<file path="src/rtl/fifo_flops_fwft.sv">
// fifo_flops_fwft: flop-based first-word-fall-through FIFO.
// Circular buffer of `depth` registers addressed by explicitly wrapping
// read/write pointers, so any depth >= 2 works. Provides an occupancy count,
// programmable almost-full/almost-empty flags and registered one-cycle
// overflow/underflow pulses for rejected requests.
module fifo_flops_fwft #(
    parameter int depth  = 16,
    parameter int bits   = 32,
    parameter int af_lvl = depth - 2,
    parameter int ae_lvl = 2
) (
    input  logic                       clk,
    input  logic                       rst,
    input  logic [bits-1:0]            Din,
    input  logic                       push,
    input  logic                       pop,
    output logic [bits-1:0]            Dout,
    output logic                       full,
    output logic                       pndng,
    output logic [$clog2(depth+1)-1:0] count,
    output logic                       almost_full,
    output logic                       almost_empty,
    output logic                       overflow,
    output logic                       underflow
);

    localparam int PTR_W = $clog2(depth);
    localparam int CNT_W = $clog2(depth + 1);

    typedef logic [PTR_W-1:0] ptr_t;
    typedef logic [CNT_W-1:0] cnt_t;

    localparam ptr_t LAST_PTR  = ptr_t'(depth - 1);
    localparam cnt_t DEPTH_CNT = cnt_t'(depth);
    localparam cnt_t AF_CNT    = cnt_t'(af_lvl);
    localparam cnt_t AE_CNT    = cnt_t'(ae_lvl);

    logic [bits-1:0] mem_q [depth];

    ptr_t wr_ptr_q, wr_ptr_d;
    ptr_t rd_ptr_q, rd_ptr_d;
    cnt_t count_q,  count_d;
    logic overflow_q,  overflow_d;
    logic underflow_q, underflow_d;

    logic pop_acc;
    logic push_acc;

    // Accept decisions from the current count, then next pointers, count and error pulses.
    always_comb begin
        // NOTE: every signal written here gets a default before any branch, so no latch is inferred.
        wr_ptr_d    = wr_ptr_q;
        rd_ptr_d    = rd_ptr_q;
        count_d     = count_q;

        // A pop frees a slot in the same cycle, so a full FIFO can still take a push alongside it.
        pop_acc     = pop && (count_q != '0);
        push_acc    = push && ((count_q != DEPTH_CNT) || pop_acc);

        overflow_d  = push && !push_acc;
        underflow_d = pop && !pop_acc;

        if (push_acc) begin
            wr_ptr_d = (wr_ptr_q == LAST_PTR) ? '0 : wr_ptr_q + ptr_t'(1);
        end
        if (pop_acc) begin
            rd_ptr_d = (rd_ptr_q == LAST_PTR) ? '0 : rd_ptr_q + ptr_t'(1);
        end

        case ({push_acc, pop_acc})
            2'b10:   count_d = count_q + cnt_t'(1);
            2'b01:   count_d = count_q - cnt_t'(1);
            default: count_d = count_q;
        endcase
    end

    // Control state: synchronous reset wins over any push/pop in the same cycle.
    always_ff @(posedge clk) begin
        // NOTE: sequential state uses non-blocking assignments so every flop samples pre-edge values.
        if (rst) begin
            wr_ptr_q    <= '0;
            rd_ptr_q    <= '0;
            count_q     <= '0;
            overflow_q  <= 1'b0;
            underflow_q <= 1'b0;
        end else begin
            wr_ptr_q    <= wr_ptr_d;
            rd_ptr_q    <= rd_ptr_d;
            count_q     <= count_d;
            overflow_q  <= overflow_d;
            underflow_q <= underflow_d;
        end
    end

    // Storage write on an accepted push.
    always_ff @(posedge clk) begin
        // NOTE: storage is deliberately not reset; Dout is masked to zero while empty, so stale words never show.
        if (!rst && push_acc) begin
            mem_q[wr_ptr_q] <= Din;
        end
    end

    // Outputs are decoded from registered state only, so they are stable within a cycle.
    assign Dout         = (count_q != '0) ? mem_q[rd_ptr_q] : '0;
    assign count        = count_q;
    assign full         = (count_q == DEPTH_CNT);
    assign pndng        = (count_q != '0);
    assign almost_full  = (count_q >= AF_CNT);
    assign almost_empty = (count_q <= AE_CNT);
    assign overflow     = overflow_q;
    assign underflow    = underflow_q;

endmodule

</file>
<file path="config.mk">
export PLATFORM = sky130hd
export DESIGN_NAME = fifo_flops_fwft
export DESIGN_NICKNAME = d
export VERILOG_FILES = /design/src/rtl/fifo_flops_fwft.sv
export SDC_FILE = /design/constraint.sdc
export NUM_CORES = 1
export LEC_CHECK = 0
export ABC_AREA = 1
export CAP_MARGIN = 30
export CORE_MARGIN = 3
export CORE_UTILIZATION = 32
export DETAILED_ROUTE_END_ITERATION = 10
export PLACE_DENSITY_LB_ADDON = 0.3
export SKIP_CTS_REPAIR_TIMING = 1
export SLEW_MARGIN = 20
export SYNTH_ARGS = -nofsm -noshare
export SYNTH_HDL_FRONTEND = slang
export SYNTH_SLANG_ARGS = --single-unit
</file>
<file path="constraint.sdc">
create_clock -name clk -period 3.35 [get_ports clk]
set_input_delay 0.5025 -clock clk [delete_from_list [all_inputs] [get_ports clk]]
set_output_delay 0.5025 -clock clk [all_outputs]
set_load 0.01 [all_outputs]
</file>
==> results of run 1 <==
-- final cells by class --
type	count	area, um^2
fill	6260	40700
clock inverter	19	174
inverter	21	98.8
timing repair buffer	150	1730
tap	864	1080
multi-input combinational	1128	5160
timing repair inverter	1	8.76
clock buffer	74	1380
sequential	531	15800
-- stage by stage --
step | TNS (ps) | instances | instance area [um^2]
after floorplan | 0 | 1789 | 21400
after global placement | 0 | 2684 | 23600
after detailed placement | 0 | 2684 | 23600
after CTS | -5680 | 2777 | 25100
after global routing | -94.4 | 2788 | 25400
final | 0 | 2788 | 25400
-- synth_stat cells (6+ instances only) --
master / n
sky130_fd_sc_hd__inv_1: 18
sky130_fd_sc_hd__o31ai_1: 32
sky130_fd_sc_hd__dfxtp_1: 19
sky130_fd_sc_hd__nand3_1: 265
sky130_fd_sc_hd__a21oi_1: 107
sky130_fd_sc_hd__ha_1: 8
sky130_fd_sc_hd__clkbuf_1: 39
sky130_fd_sc_hd__edfxtp_1: 512
sky130_fd_sc_hd__nand2_1: 568
sky130_fd_sc_hd__buf_2: 50
sky130_fd_sc_hd__o21ai_0: 39
sky130_fd_sc_hd__nor2_1: 92
sky130_fd_sc_hd__buf_6: 12
sky130_fd_sc_hd__buf_4: 6
-- per-layer routing --
layer	wire length [um]	vias to the layer above	global-route usage (%)
li1	-	6507	-
met1	24700	6837	20.6
met2	27200	397	25.7
met3	3000	93	2.33
met4	1450	0	4.74
met5	0	-	0
-- cells by family after synthesis --
kind of cell | Yosys count | synth area share [%]
AND/OR/NAND/NOR | 936 | 18.1
buffers and inverters | 130 | 3.09
XOR/XNOR | 4 | 0.163
flip-flops | 531 | 73.5
adder cells (fa/ha/maj) | 9 | 0.560
AO/OA/AOI/OAI | 179 | 4.60
-- power by group through the flow --
stage / registers, mW / clock network (mW) / logic (mW)
5_1_grt: 7.46 / 5.89 / 4.54
6_report: 7.45 / 5.49 / 4.12
2_1_floorplan: 7.56 / 0 / 2.33
3_5_place_dp: 7.58 / 0 / 3.90
3_3_place_gp: 7.58 / 0 / 3.88
4_1_cts: 7.44 / 5.63 / 3.92
-- flip-flops by register name, indices dropped and copies added, names as in the netlist, named ones only --
| register | count |
|---|---|
| overflow | 1 |
| underflow | 1 |
| mem_q | 512 |
| rd_ptr_q | 4 |
| wr_ptr_q | 4 |
| count | 5 |
-- worst max path at each step --
stage / from / to / slack, ps
final: flop / Dout[30] / 90
after global routing: flop / Dout[27] / -30
after CTS: flop / Dout[30] / -300
after detailed placement: flop / Dout[30] / 370
after global placement: flop / Dout[30] / 330
after floorplan: count[1]$_SDFFE_PP0P_ / mem_q[0][0]$_DFFE_PP_ / 260
-- worst max-delay path, delay by kind of cell (launching register included) --
| family | cells | cell delay (ps) |
|---|---|---|
| AND/OR/NAND/NOR | 3 | 200 |
| buffers and inverters | 3 | 980 |
| flip-flops | 1 | 470 |
| AO/OA/AOI/OAI | 3 | 500 |
==> flow_summary.html, run 1 <==
<table>
<tr><th>Metric</th><th>Value</th></tr>
<tr><th colspan="2">Run status</th></tr>
<tr><td>Run status</td><td>finished clean</td></tr>
<tr><th colspan="2">STA</th></tr>
<tr><td>Slew of the pin with the lowest slew margin</td><td>between 600 and 700 ps</td></tr>
<tr><td>Worst rel slew slack</td><td>59.3%</td></tr>
<tr><td>Final Hold Violating Endpoints</td><td>0</td></tr>
<tr><td>Min Clock Period, post-route</td><td>between 3000 and 4000 ps</td></tr>
<tr><td>Final period utilization</td><td>97.3%</td></tr>
<tr><td>Setup violation total in the final timing report</td><td>0</td></tr>
<tr><td>Top achievable clock speed</td><td>307 MHz</td></tr>
<tr><td>RSZ-0062 raised after global routing</td><td>yes</td></tr>
<tr><td>Worst hold margin</td><td>487 ps</td></tr>
<tr><td>Final slew viol count</td><td>0</td></tr>
<tr><td>Worst-case setup margin in the final layout</td><td>90.5 ps</td></tr>
<tr><td>Worst Clk Skew</td><td>around 13 ps</td></tr>
<tr><th colspan="2">Logic synthesis</th></tr>
<tr><td>Number of synthesized flops with an enable pin</td><td>between 500 and 600</td></tr>
<tr><td>Netlist Area Pre-Place</td><td>between 0.02 and 0.025 mm^2</td></tr>
<tr><td>Yosys top cell by area</td><td>sky130_fd_sc_hd__edfxtp_1</td></tr>
<tr><td>Main area contributors after synthesis</td><td>sky130_fd_sc_hd__edfxtp_1 (72%), sky130_fd_sc_hd__nand2_1 (9.9%), sky130_fd_sc_hd__nand3_1 (6.2%)</td></tr>
<tr><td>Sequential-to-total area share from yosys stat</td><td>73.5%</td></tr>
<tr><td>Synth unique cells</td><td>29</td></tr>
<tr><td>Cells after synthesis</td><td>around 1800</td></tr>
<tr><td>Post-synthesis register bit count</td><td>approximately 530</td></tr>
<tr><td>Ys Warns</td><td>0</td></tr>
<tr><td>Synth top area share</td><td>71.7%</td></tr>
<tr><td>Ys async rst share</td><td>0%</td></tr>
<tr><td>Syn nets</td><td>approximately 1800</td></tr>
<tr><td>Synth Area per Inst</td><td>~12 um^2</td></tr>
<tr><td>Dominant register cell in the synthesized netlist</td><td>sky130_fd_sc_hd__edfxtp_1</td></tr>
<tr><th colspan="2">Detailed routing</th></tr>
<tr><td>Final wirelength</td><td>between 50 and 60 mm</td></tr>
<tr><td>Average vias per placed instance</td><td>4.96</td></tr>
<tr><td>Drc violations</td><td>0</td></tr>
<tr><td>Number of DRC markers after the initial detailed-route iteration</td><td>approximately 1100</td></tr>
<tr><td>Via count of the routed design</td><td>13834</td></tr>
<tr><td>Routed length per placed instance</td><td>20.2 um</td></tr>
<tr><td>Routed Antenna Nets</td><td>0</td></tr>
<tr><td>Number of optimization iterations in the first detailed-route pass</td><td>5</td></tr>
<tr><th colspan="2">Clock network</th></tr>
<tr><td>Total clock buffers created by CTS</td><td>just over 50</td></tr>
<tr><td>TritonCTS clock tree</td><td>yes</td></tr>
<tr><td>Clock root cell</td><td>sky130_fd_sc_hd__clkbuf_16</td></tr>
<tr><td>H-Tree Level Count</td><td>2</td></tr>
<tr><td>Sinks on Clock Net</td><td>531</td></tr>
<tr><td>Maximum clock insertion buffer count</td><td>3</td></tr>
<tr><td>Clock-pin transition on the worst setup and hold timing paths</td><td>60 ps</td></tr>
<tr><td>Worst-skew pair later-pin latency</td><td>just under 600 ps</td></tr>
<tr><th colspan="2">Placed design</th></tr>
<tr><td>Count of buffers from port buffering</td><td>78</td></tr>
<tr><td>Post-Place Worst Slack</td><td>between 300 and 400 ps</td></tr>
<tr><td>Final weighted congestion of routability-driven global placement</td><td>0.754</td></tr>
<tr><td>Detailed Place HPWL</td><td>30.0 mm</td></tr>
<tr><th colspan="2">Worst setup path</th></tr>
<tr><td>Crit Path Max Fanout</td><td>25</td></tr>
<tr><td>Cell repeated most along the worst path</td><td>sky130_fd_sc_hd__nand2_1</td></tr>
<tr><td>Worst flop-to-flop path startpoint</td><td>count[1]$_SDFFE_PP0P_</td></tr>
<tr><td>Endpoint required time on the critical path</td><td>around 2900 ps</td></tr>
<tr><td>Kind of end point of the critical path</td><td>output port</td></tr>
<tr><td>CP Data Arrival Time</td><td>approximately 2800 ps</td></tr>
<tr><td>Count of cells along the worst register-to-register path</td><td>9</td></tr>
<tr><td>Worst setup path category</td><td>reg2out</td></tr>
<tr><td>Capturing point of the worst reg2reg path</td><td>mem_q[6][15]$_DFFE_PP_</td></tr>
<tr><td>FF-to-FF setup slack</td><td>around 800 ps</td></tr>
<tr><td>Ordered cell list for the critical path</td><td>buf_4 -&gt; clkbuf_16 -&gt; nand2_1 -&gt; nand3_1 -&gt; nand2_1 -&gt; a21oi_1 -&gt; o31ai_1 -&gt; a21oi_2 -&gt; clkdlybuf4s50_1</td></tr>
<tr><td>Critical Path Max Stage Delay</td><td>about 590 ps</td></tr>
<tr><td>Cell at the slowest stage of the critical path</td><td>sky130_fd_sc_hd__clkdlybuf4s50_1</td></tr>
<tr><td>Startpoint type of the worst setup path</td><td>flop</td></tr>
<tr><th colspan="2">Power and ir drop</th></tr>
<tr><td>Switching portion of total power</td><td>29.8%</td></tr>
<tr><td>Part of the total power dissipated in sequential elements</td><td>a little over two fifths</td></tr>
<tr><td>Leakage Power</td><td>around 9 nW</td></tr>
<tr><td>Maximum VDD drop</td><td>0.396 mV</td></tr>
<tr><td>Net load switching power</td><td>between 5 and 6 mW</td></tr>
<tr><td>Relative contribution of the clock network to total power</td><td>about a third</td></tr>
<tr><td>Internal power contribution</td><td>roughly 12 mW</td></tr>
<tr><td>Post-route total power</td><td>17.1 mW</td></tr>
<tr><td>Share of total power in combinational logic</td><td>about a quarter</td></tr>
<tr><td>Power density over the cells</td><td>672 mW/mm^2</td></tr>
<tr><th colspan="2">Die</th></tr>
<tr><td>Area of the core</td><td>~0.066 mm^2</td></tr>
<tr><td>Initial core utilization</td><td>32.4%</td></tr>
<tr><td># rows</td><td>94</td></tr>
<tr><td>Die footprint</td><td>about 0.070 mm^2</td></tr>
<tr><td>Horiz. Die Dim</td><td>roughly 260 um</td></tr>
<tr><td>Top-level I/O count</td><td>about 80</td></tr>
<tr><td>Die Span Y</td><td>~260 um</td></tr>
<tr><th colspan="2">Global route</th></tr>
<tr><td>Initial antenna violation count</td><td>0</td></tr>
<tr><td>GRT Residual Overflow</td><td>0</td></tr>
<tr><td>Pin count of the biggest net entering global routing</td><td>161</td></tr>
<tr><td>Total global-route track usage</td><td>between 10% and 20%</td></tr>
<tr><td>Wire length of the first global-routing pass</td><td>roughly 83 mm</td></tr>
<tr><td>Vias in the first global route</td><td>approximately 13000</td></tr>
<tr><th colspan="2">Cells and area</th></tr>
<tr><td>Final standard cell utilization of the core</td><td>between 30% and 40%</td></tr>
<tr><td>Count of antenna diodes in the layout</td><td>0</td></tr>
<tr><td>Area growth from synthesis to final layout</td><td>18.5%</td></tr>
<tr><td>Layout cell share with drive strength beyond 1</td><td>8.89%</td></tr>
<tr><td>Top library cells by usage in the layout, fill and taps aside</td><td>sky130_fd_sc_hd__nand2_1 (568), sky130_fd_sc_hd__edfxtp_1 (512), sky130_fd_sc_hd__nand3_1 (265)</td></tr>
<tr><td>NumNets Final</td><td>1929</td></tr>
<tr><td>Most common cell after layout, fill and taps aside</td><td>sky130_fd_sc_hd__nand2_1</td></tr>
<tr><th colspan="2">Flow run</th></tr>
<tr><td>Maximum Capacitance Violations</td><td>0</td></tr>
<tr><th colspan="2">Worst hold path</th></tr>
<tr><td>Hold/Removal Path Class</td><td>reg2reg</td></tr>
<tr><td>Hold Crit Start</td><td>rd_ptr_q[2]$_SDFFE_PP0N_</td></tr>
<tr><td>Cell depth of the worst min-delay path</td><td>2</td></tr>
</table>
Note: power is estimated with default switching activity, not from simulation.
==> run 2, diff against run 1 <==
Settings changed: CORE_UTILIZATION 32 to 45, RECOVER_POWER from default to 25, SKIP_LAST_GASP from default to 1.
==> flow_summary.html, run 2 (synthesized netlist as in run 1, its figures left out) <==
<table>
<tr><th>Metric</th><th>Value</th></tr>
<tr><th colspan="2">Worst setup path</th></tr>
<tr><td>Endpoint required time on the critical path</td><td>2850 ps (about the same)</td></tr>
<tr><td>FF-to-FF setup slack</td><td>920 ps (+120 ps)</td></tr>
<tr><td>Crit path to</td><td>Dout[8]</td></tr>
<tr><td>CP Data Arrival Time</td><td>2760 ps (about the same)</td></tr>
<tr><td>Worst setup path category</td><td>reg2out</td></tr>
<tr><td>Kind of end point of the critical path</td><td>output port</td></tr>
<tr><td>Cell repeated most along the worst path</td><td>sky130_fd_sc_hd__a21oi_1</td></tr>
<tr><td>Cell at the slowest stage of the critical path</td><td>sky130_fd_sc_hd__clkdlybuf4s50_1</td></tr>
<tr><td>Startpoint type of the worst setup path</td><td>flop</td></tr>
<tr><td>Worst flop-to-flop path startpoint</td><td>count[1]$_SDFFE_PP0P_</td></tr>
<tr><td>Critical Path Max Stage Delay</td><td>630 ps (+40 ps)</td></tr>
<tr><td>Crit Path Max Fanout</td><td>48 (+92%)</td></tr>
<tr><td>Capturing point of the worst reg2reg path</td><td>mem_q[4][29]$_DFFE_PP_</td></tr>
<tr><td>Count of cells along the worst register-to-register path</td><td>9 (unchanged)</td></tr>
<tr><td>Ordered cell list for the critical path</td><td>clkinv_2 -&gt; buf_16 -&gt; nand3_1 -&gt; nand2_1 -&gt; a21oi_1 -&gt; o31ai_1 -&gt; a21oi_1 -&gt; clkdlybuf4s50_1</td></tr>
<tr><th colspan="2">Die</th></tr>
<tr><td>Die Span Y</td><td>224 um (-15%)</td></tr>
<tr><td>Top-level I/O count</td><td>79 (unchanged)</td></tr>
<tr><td># rows</td><td>79 (-16%)</td></tr>
<tr><td>Die footprint</td><td>0.0503 mm^2 (-28%)</td></tr>
<tr><td>Initial core utilization</td><td>45.8% (+13 points)</td></tr>
<tr><td>Horiz. Die Dim</td><td>224 um (-15%)</td></tr>
<tr><td>Area of the core</td><td>0.0469 mm^2 (-29%)</td></tr>
<tr><th colspan="2">Global route</th></tr>
<tr><td>Pin count of the biggest net entering global routing</td><td>97 (-40%)</td></tr>
<tr><td>Vias in the first global route</td><td>13734 (+2.8%)</td></tr>
<tr><td>Initial antenna violation count</td><td>0 (unchanged)</td></tr>
<tr><td>Wire length of the first global-routing pass</td><td>79.8 mm (-3.4%)</td></tr>
<tr><td>GRT Residual Overflow</td><td>0 (unchanged)</td></tr>
<tr><td>Total global-route track usage</td><td>20.5% (+5.2 points)</td></tr>
<tr><th colspan="2">Worst hold path</th></tr>
<tr><td>Hold/Removal Path Class</td><td>reg2reg</td></tr>
<tr><th colspan="2">Clock network</th></tr>
<tr><td>Clock-pin transition on the worst setup and hold timing paths</td><td>60 ps (about the same)</td></tr>
<tr><td>TritonCTS clock tree</td><td>yes</td></tr>
<tr><td>Sinks on Clock Net</td><td>531 (unchanged)</td></tr>
<tr><td>Total clock buffers created by CTS</td><td>54 (+5.9%)</td></tr>
<tr><td>H-Tree Level Count</td><td>2 (unchanged)</td></tr>
<tr><td>Maximum clock insertion buffer count</td><td>3 (unchanged)</td></tr>
<tr><td>Clock root cell</td><td>sky130_fd_sc_hd__clkbuf_16</td></tr>
<tr><td>Worst-skew pair later-pin latency</td><td>610 ps (+20 ps)</td></tr>
<tr><th colspan="2">Cells and area</th></tr>
<tr><td>NumNets Final</td><td>1932 (+0.16%)</td></tr>
<tr><td>Number of flip-flops under the largest register name</td><td>512 (unchanged)</td></tr>
<tr><td>Number of filler instances in the final layout</td><td>3882 (-38%)</td></tr>
<tr><td>Top library cells by usage in the layout, fill and taps aside</td><td>sky130_fd_sc_hd__nand2_1 (568), sky130_fd_sc_hd__edfxtp_1 (512), sky130_fd_sc_hd__nand3_1 (265)</td></tr>
<tr><td>Register bank with the most flops</td><td>mem_q</td></tr>
<tr><td>Layout cell share with drive strength beyond 1</td><td>9.15% (+0.26 points)</td></tr>
<tr><td>Most common cell after layout, fill and taps aside</td><td>sky130_fd_sc_hd__nand2_1</td></tr>
<tr><td>Area growth from synthesis to final layout</td><td>17.5%</td></tr>
<tr><td>Count of antenna diodes in the layout</td><td>0 (unchanged)</td></tr>
<tr><th colspan="2">STA</th></tr>
<tr><td>Top achievable clock speed</td><td>306 MHz (-0.10%)</td></tr>
<tr><td>Worst-case setup margin in the final layout</td><td>87.1 ps (-3.36 ps)</td></tr>
<tr><td>Setup tns final</td><td>0 ps (unchanged)</td></tr>
<tr><td>Final slew viol count</td><td>0 (unchanged)</td></tr>
<tr><td>RSZ-0062 raised after global routing</td><td>yes</td></tr>
<tr><td>Setup violation total in the final timing report</td><td>0 (unchanged)</td></tr>
<tr><td>Worst Clk Skew</td><td>31.2 ps (+18.6 ps)</td></tr>
<tr><td>Slew of the pin with the lowest slew margin</td><td>628 ps (+19.7 ps)</td></tr>
<tr><td>Worst rel slew slack</td><td>58.1% (-1.2 points)</td></tr>
<tr><td>Final Hold Violating Endpoints</td><td>0 (unchanged)</td></tr>
<tr><td>Final period utilization</td><td>97.4% (+0.10 points)</td></tr>
<tr><td>Min Clock Period, post-route</td><td>3260 ps (+3.36 ps)</td></tr>
<tr><th colspan="2">Power and ir drop</th></tr>
<tr><td>Post-route total power</td><td>17.0 mW (-0.28%)</td></tr>
<tr><td>Leakage Power</td><td>8.98 nW (+0.75%)</td></tr>
<tr><td>Part of the total power dissipated in sequential elements</td><td>43.7% (about the same)</td></tr>
<tr><td>Share of total power in combinational logic</td><td>24.3% (about the same)</td></tr>
<tr><td>Switching portion of total power</td><td>29.4% (-0.38 points)</td></tr>
<tr><td>Net load switching power</td><td>5.00 mW (-1.6%)</td></tr>
<tr><td>Relative contribution of the clock network to total power</td><td>32.0% (-0.2 points)</td></tr>
<tr><td>Maximum VDD drop</td><td>0.373 mV (-5.8%)</td></tr>
<tr><td>Internal power contribution</td><td>12.0 mW (+0.26%)</td></tr>
<tr><td>Power density over the cells</td><td>676 mW/mm^2 (+0.55%)</td></tr>
<tr><th colspan="2">Placed design</th></tr>
<tr><td>Detailed Place HPWL</td><td>27.7 mm (-7.6%)</td></tr>
<tr><td>Post-Place Worst Slack</td><td>439 ps (+69.9 ps)</td></tr>
<tr><td>Count of buffers from port buffering</td><td>78 (unchanged)</td></tr>
<tr><td>Final weighted congestion of routability-driven global placement</td><td>0.753 (-0.15%)</td></tr>
<tr><th colspan="2">Detailed routing</th></tr>
<tr><td>Drc violations</td><td>0 (unchanged)</td></tr>
<tr><td>Routed Antenna Nets</td><td>0 (unchanged)</td></tr>
<tr><td>Number of optimization iterations in the first detailed-route pass</td><td>5 (unchanged)</td></tr>
<tr><td>Final wirelength</td><td>52.7 mm (-6.5%)</td></tr>
<tr><td>Number of DRC markers after the initial detailed-route iteration</td><td>1410 (+23%)</td></tr>
<tr><td>Via count of the routed design</td><td>13962 (+0.93%)</td></tr>
<tr><td>Routed length per placed instance</td><td>20.8 um (+3.0%)</td></tr>
<tr><td>Average vias per placed instance</td><td>5.52 (+11%)</td></tr>
<tr><th colspan="2">Run status</th></tr>
<tr><td>Run status</td><td>finished clean</td></tr>
<tr><th colspan="2">Flow run</th></tr>
<tr><td>Maximum Capacitance Violations</td><td>0 (unchanged)</td></tr>
</table>
[run 2: power by group through the flow]
stage               sequential [mW]  clock (mW)  combinational (mW)
global route                   7.45        5.82                4.54
CTS                            7.47        5.56                3.79
global placement               7.61           0                3.72
finish                         7.44        5.45                4.13
floorplan                      7.56           0                2.33
detailed placement             7.61           0                3.77
[run 2: worst min path at each step]
stage / start / endpoint / slack, ps / cells after the start
floorplan: rd_ptr_q[2]$_SDFFE_PP0N_ / flop / 450 / 2
global placement: rd_ptr_q[2]$_SDFFE_PP0N_ / flop / 460 / 2
detailed placement: rd_ptr_q[2]$_SDFFE_PP0N_ / flop / 470 / 2
CTS: rd_ptr_q[2]$_SDFFE_PP0N_ / flop / 480 / 2
global route: rd_ptr_q[2]$_SDFFE_PP0N_ / flop / 520 / 2
finish: rd_ptr_q[2]$_SDFFE_PP0N_ / flop / 480 / 2
[run 2: critical path: cells and delay by family, from the launching register on]
kind	cells	cell delay, ps
simple gates	2	200
compound gates	3	500
buf+inv	3	1040
flops	1	410
[run 2: layout make-up]
class                      instances  area, um^2  share of cell area (%)
sequential                       531       15800                    62.6
multi-input combinational       1128        5170                    20.5
timing repair buffer             151        1800                    7.16
clock buffer                      73        1420                    5.65
tap                              607         759                    3.01
clock inverter                    20         159                   0.631
inverter                          21         111                   0.442
[run 2: metal layers]
| metal | global-route usage (%) | vias to the layer above | part of all wire, % |
|---|---|---|---|
| met4 | 7.36 | 0 | 3.0 |
| met5 | 0 | - | 0 |
| li1 | - | 6527 | - |
| met3 | 3.33 | 105 | 6.7 |
| met2 | 33.5 | 515 | 47 |
| met1 | 28.3 | 6815 | 43 |
[run 2: per-stage QoR]
stage	cells	cell area, um^2	hold slack, ps	util (%)
detailed placement	2419	23200	470	49.5
global placement	2419	23200	460	49.5
finish	2531	25200	480	53.8
floorplan	1789	21400	447	-
global route	2531	25200	521	53.8
CTS	2512	24800	478	52.9
